### src/rtl/count_capture_fifo.sv
// count_capture_fifo: snapshots a live counter value into a small
// first-word-fall-through FIFO on each capture strobe. A consumer drains the
// FIFO through a valid/ready handshake.
// Optional build macro COUNT_CAPTURE_FIFO_OVF_STICKY_EN makes overflow
// sticky until reset; otherwise it is a one-cycle pulse per dropped capture.
module count_capture_fifo #(
  parameter int DATA_W = 4,
  parameter int DEPTH  = 4,
  parameter int AW     = 2
) (
  input  logic              clk,
  input  logic              reset,
  input  logic [DATA_W-1:0] din,
  input  logic              capture,
  output logic [DATA_W-1:0] dout,
  output logic              dout_valid,
  input  logic              dout_ready,
  output logic [AW:0]       level,
  output logic              full,
  output logic              empty,
  output logic              overflow
);

  localparam logic [AW:0] LVL_FULL = (AW+1)'(DEPTH);

  logic [DATA_W-1:0] mem_q [DEPTH];
  logic [AW-1:0]     wr_ptr_q, wr_ptr_d;
  logic [AW-1:0]     rd_ptr_q, rd_ptr_d;
  logic [AW:0]       level_q, level_d;
  logic              ovf_q, ovf_d;
  logic              push, pop, drop;

  assign empty      = (level_q == '0);
  assign full       = (level_q == LVL_FULL);
  assign dout_valid = !empty;
  assign dout       = empty ? '0 : mem_q[rd_ptr_q];
  assign level      = level_q;
  assign overflow   = ovf_q;

  // A pop in the same cycle frees a slot, so a full FIFO may still accept.
  assign pop  = dout_valid && dout_ready;
  assign push = capture && (!full || pop);
  assign drop = capture && full && !pop;

  // Next-state for pointers, occupancy and the overflow flag.
  always_comb begin
    wr_ptr_d = wr_ptr_q;
    rd_ptr_d = rd_ptr_q;
    level_d  = level_q;
    if (push) wr_ptr_d = wr_ptr_q + AW'(1);
    if (pop)  rd_ptr_d = rd_ptr_q + AW'(1);
    case ({push, pop})
      2'b10:   level_d = level_q + (AW+1)'(1);
      2'b01:   level_d = level_q - (AW+1)'(1);
      default: level_d = level_q;
    endcase
`ifdef COUNT_CAPTURE_FIFO_OVF_STICKY_EN
    ovf_d = ovf_q || drop;
`else
    ovf_d = drop;
`endif
  end

  // Control state with synchronous active-low reset.
  always_ff @(posedge clk) begin
    if (!reset) begin
      wr_ptr_q <= '0;
      rd_ptr_q <= '0;
      level_q  <= '0;
      ovf_q    <= 1'b0;
    end else begin
      wr_ptr_q <= wr_ptr_d;
      rd_ptr_q <= rd_ptr_d;
      level_q  <= level_d;
      ovf_q    <= ovf_d;
    end
  end

  // Storage array; contents need no reset since dout is gated when empty.
  always_ff @(posedge clk) begin
    if (reset && push) mem_q[wr_ptr_q] <= din;
  end

endmodule

### config.mk
export PLATFORM = sky130hd
export DESIGN_NAME = count_capture_fifo
export DESIGN_NICKNAME = d
export VERILOG_FILES = /design/src/rtl/count_capture_fifo.sv
export SDC_FILE = /design/constraint.sdc
export NUM_CORES = 1
export LEC_CHECK = 0
export BUFFER_PORTS_ARGS = -buffer_cell sky130_fd_sc_hd__buf_2
export CAP_MARGIN = 20
export CORE_MARGIN = 2
export CORE_UTILIZATION = 45
export CTS_BUF_LIST = sky130_fd_sc_hd__clkbuf_4 sky130_fd_sc_hd__clkbuf_8
export DETAILED_ROUTE_END_ITERATION = 6
export PLACE_DENSITY = 0.66
export SETUP_SLACK_MARGIN = 0.15
export SLEW_MARGIN = 20
export SYNTH_ARGS = -nofsm -noshare
export SYNTH_HDL_FRONTEND = slang
export SYNTH_SLANG_ARGS = --single-unit
### constraint.sdc
create_clock -name clk -period 3.1 [get_ports clk]
set_clock_uncertainty 0.2 [all_clocks]
set_input_delay 0.465 -clock clk [delete_from_list [all_inputs] [get_ports clk]]
set_output_delay 0.465 -clock clk [all_outputs]
set_load 0.01 [all_outputs]
# Yosys cells after proc, flatten, opt, wreduce, memory -nomap -nowiden
# Memories as Yosys holds them, arrays and structs flattened. A register that Yosys moved wholly into a read port is not among the register bits.
# Cells that the tools add are included.
word_totals:
  ff_bits: 8
  ramBits: 16
  elab_cells: 29
  n_memories: 1
  output_inout_bits: 11
  input_bits: 8
mem_list:
  columns: ["memory", "words", "word_bits", "rd", "rd_clocked_by_memory_dff", "write_ports", "line", "rtl"]
  rows:
  - ["mem_q", 4, 4, 1, 1, 1, "26", "logic [DATA_W-1:0] mem_q [DEPTH];"]
classes:
  add_sub_neg: 4
  eq_ne: 3
  reduce_logical: 11
  n_mux: 6
op_table:
  columns: ["operator", "count"]
  rows:
  - ["$pmux 3 s2", 1]
  - ["$logic_and 1x1->1", 5]
  - ["$add 2x1->2 const B", 2]
  - ["$mux 2", 2]
  - ["$mux 4", 1]
  - ["$add 3x1->3 const B", 1]
  - ["$eq 3x3->1 const B", 1]
  - ["$logic_not 1->1", 3]
  - ["$logic_not 3->1", 1]
  - ["$sub 3x1->3 const B", 1]
  - ["$eq 2x1->1 const B", 1]
  - ["$eq 2x2->1 const B", 1]
  - ["$mux 1", 2]
  - ["$reduce_bool 2->1", 1]
  - ["$logic_or 1x1->1", 1]

# Depth between registers and ports, before layout
depth:
  ltp_word: 8
  ltp_mapped: 9
  ltp_nobuf: 9

# Worst setup path before layout
# Ideal clock, no wire load.
synth_timing:
  path_type: "register to register"
  from: "reg level_q[2], in the netlist level[2]"
  to: "reg level_q[2], in the netlist level[2]"
  n_path_buf: 0
  path_stages_with_launch: 10
  path_slack_ns: 0.574
  t_arrival_ns: 2.251
  setup_time_ns: 0.076
  t_required_ns: 2.824
  cell_sequence: "dfxtp_1 > or3b_1 > o21a_1 > inv_1 > ha_1 > inv_1 > fa_1 > xor2_1 > or3_1 > a21boi_0"
synth_via:
  elab_chain_cells: 7
  elab_cells_between_ends: 13
  classes_between: "add/sub: 2; eq/ne: 3; mux: 1; reduce/logical: 7"
synth_lines:
  columns: ["item", "line", "rtl"]
  rows:
  - ["start: declaration", "29", "logic [AW:0] level_q, level_d;"]
  - ["start signal: assignment", "74", "level_q <= level_d;"]
  - ["$logic_not 3->1", "33", "assign empty = (level_q == '0);"]
  - ["$logic_not 1->1", "35", "assign dout_valid = !empty;"]
  - ["$logic_and 1x1->1", "41", "assign pop = dout_valid && dout_ready;"]
  - ["$logic_or 1x1->1", "42", "assign push = capture && (!full || pop);"]
  - ["$logic_and 1x1->1", "42", null]
  - ["$eq 2x1->1 or $eq 2x2->1 (tied branches)", "52", "case ({push, pop})"]
  - ["$pmux 3 s2 or $reduce_bool 2->1 (tied branches)", null, null]
# Parallel ways exist; a longest one is shown, timed or not.
# A chain may end at the register's enable or synchronous reset.

# Worst setup path in the final report
# Same ends and word-level chain as after synthesis.

==> qor.csv <==
stage,metric,value,unit
outcome,status,"complete, no violations",
placement,port_buffers,18,
min_path,worst_hold_path_type,in2reg,
finish,fin_area,1290,µm²
setup_path,crit_fanout,5,
timing,finalCriticalPeriod,2.58,ns
setup_path,reg2reg_depth,9,
clock_tree,cts_buffers,3,
timing,hold_viol_final,0,
drt,drt_iter0_markers,11,
power,ir_worst_vdd,0.359,mV
logic_synthesis,yosysWarnings,0,
finish,synthToLayoutAreaGrowth,14.3,%
logic_synthesis,synth_seq_area_share,60.3,%
clock_tree,clockBufferDepth,2,
drt,top_layer,met4,
setup_path,rrSetupSlack,0.52,ns
global_routing,track_usage,13.4,%
logic_synthesis,synth.avg_cell_area,13.6,µm²
drt,wl_met3,61,µm
logic_synthesis,synth_seq_cells,26,
global_routing,grt_max_degree,15,
logic_synthesis,synth_area,1130,µm²
logic_synthesis,syn_nets,97,
clock_tree,cts_tree,built,
clock_tree,clockRootBuffer,clkbuf_4,
drt,drcViolationCount,0,
clock_tree,holdBufCountCts,0,
clock_tree,clock_latency,0.30,ns
setup_path,cp-end-kind,register,
placement,gp_congestion,0.660,
timing,finalSetupViolCount,0,
drt,detail_route.wl_per_cell,12.2,µm
finish,fillCellCount,221,
setup_path,path_cells,or3b_1 > o21a_1 > inv_1 > ha_1 > inv_1 > fa_1 > xor2_1 > or3_1 > a21boi_0,
die,initial_core_util,46.4,%
drt,via_count,656,
drt,wl_met1,771,µm
global_routing,grt_pass1_wl,2730,µm
finish,num-nets-final,120,
power,total_power,968,µW
die,coreArea,2430,µm²
clock_tree,clk_pin_slew,0.13,ns
finish,final_cell_mix,"18 x buf_2, 16 x edfxtp_1, 10 x dfxtp_1",
setup_path,worst-setup-path-type,reg2reg,
drt,drt-pass1-iter-count,4,
die,die_width,54.1,µm
finish,final_common_cell,buf_2,
timing,tightest_slew,0.279,ns
die,rows,18,
power,p_leak,0.507,nW
setup_path,r2r-end,level[2]$_SDFFE_PN0P_,
finish,ff_latch_area,681,µm²
power,p_per_area,751,nW/µm²
finish,diodes,0,
clock_tree,cts_num_sinks,26,
drt,ant_nets,0,
global_routing,grt_overflow,0,
timing,maxSlewViolCount,0,
timing,tns,0,ns
setup_path,crit_end,level[2]$_SDFFE_PN0P_,
finish,multi_input_area,414,µm²
drt,routed_wl,1650,µm
die,ios,19,
clock_tree,ctsHtreeMaxLevel,1,
global_routing,grt_antenna_before_repair,0,
setup_path,start_kind,register,
setup_path,cp_slowest_cell,or3b_1,
timing,fmax,0.387,GHz
setup_path,critPathMostFrequentCell,inv_1,
timing,relSlewSlack,81.4,%
placement,dpl.hpwl,1290,µm
die,dieArea,2920,µm²
setup_path,max_stage_delay,0.42,ns
setup_path,required,3.14,ns
timing,grt_setup_unrepaired,no,
global_routing,grt_pass1_vias,651,
drt,met2_length,802,µm
run,cap_violations,0,
setup_path,cp.arrival,2.63,ns
clock_tree,post-cts-setup-buffers,0,
setup_path,startpoint,level[2]$_SDFFE_PN0P_,
clock_tree,postCtsResizedCells,0,
placement,post_dp_cell_area,1260,µm²
placement,dp_slack,0.537,ns
timing,fin_crit_sh,83.3,%
drt,viasPerCell,4.86,
timing,layout_setup_ws,0.518,ns
finish,drive_gt1_share,27.6,%
die,die_h,54.1,µm
logic_synthesis,ys_types,22,
setup_path,worstReg2RegStart,level[2]$_SDFFE_PN0P_,
logic_synthesis,synthCells,83,
power by group:
group          internal, mW  switching (mW)
logic                 0.180           0.180
registers             0.411          0.0470
clock network        0.0589          0.0915
total                 0.650           0.319
metrics by stage:
step	util [%]	hold WS (ns)	std cells
3_3_place_gp	51.8	0.270	131
5_1_grt	53.0	0.160	135
3_5_place_dp	51.8	0.289	131
2_1_floorplan	-	0.261	83
4_1_cts	53.0	0.157	135
6_report	53.0	0.159	135
cells by family after synthesis:
kind of cell	Yosys count	synth area share (%)
xor gates and xnor gates	2	1.55
DFF	26	60.3
AOI/OAI and AO/OA	9	5.10
buffers and inverters	9	2.99
adders and majority gates	6	7.32
and+or+nand+nor	25	13.0
muxes	6	9.76
cell usage after synthesis (all sizes together):
cell	number	area share, %
a21boi	2	1.3
fa	1	1.8
mux2i	2	1.8
nand4bb	1	1.0
nor2b	5	2.8
inv	8	2.7
clkbuf	1	0.33
or3b	1	0.78
and2	6	3.3
o21a	1	0.67
nand2	8	2.7
o21ai	5	2.2
or3	2	1.1
ha	5	5.5
o21ba	1	0.89
xnor2	1	0.78
edfxtp	16	43
dfxtp	10	18
mux4	4	8.0
nor3	2	1.3
xor2	1	0.78
worst min path at each step:
stage,cells past startpoint,start,slack (ns),endpoint
3_5_place_dp,2,rd_ptr_q[0]$_SDFFE_PN0P_,0.29,rd_ptr_q[0]$_SDFFE_PN0P_
3_3_place_gp,2,rd_ptr_q[0]$_SDFFE_PN0P_,0.27,rd_ptr_q[0]$_SDFFE_PN0P_
2_1_floorplan,2,rd_ptr_q[0]$_SDFFE_PN0P_,0.26,register
5_1_grt,1,din[1],0.16,mem_q[2][1]$_DFFE_PP_
4_1_cts,1,din[1],0.16,mem_q[2][1]$_DFFE_PP_
6_report,1,din[1],0.16,mem_q[2][1]$_DFFE_PP_
cell type report:
cell class | count | share of cell area [%]
tap | 30 | 2.91
inverter | 8 | 2.33
timing repair buffer | 19 | 7.57
sequential | 26 | 52.8
clock buffer | 4 | 2.33
multi-input combinational | 48 | 32.1
state kept, by name, summed over array words and instances, names as in the netlist, named ones only:
signal	count
level	3
wr_ptr_q	2
mem_q	16
overflow	1
rd_ptr_q	2
critical path, delay by kind of cell (launching register included):
family / cells / cell delay, ns
AOI/OAI and AO/OA: 2 / 0.38
xor gates and xnor gates: 1 / 0.15
adders and majority gates: 2 / 0.54
buffers and inverters: 2 / 0.13
DFF: 1 / 0.41
and+or+nand+nor: 2 / 0.72
routing by layer:
layer,GRT usage [%],vias up
li1,-,336
met1,17.0,305
met2,22.8,13
met3,2.50,2
met4,5.00,0
met5,0,-
Power figures use the tool's default switching activity.
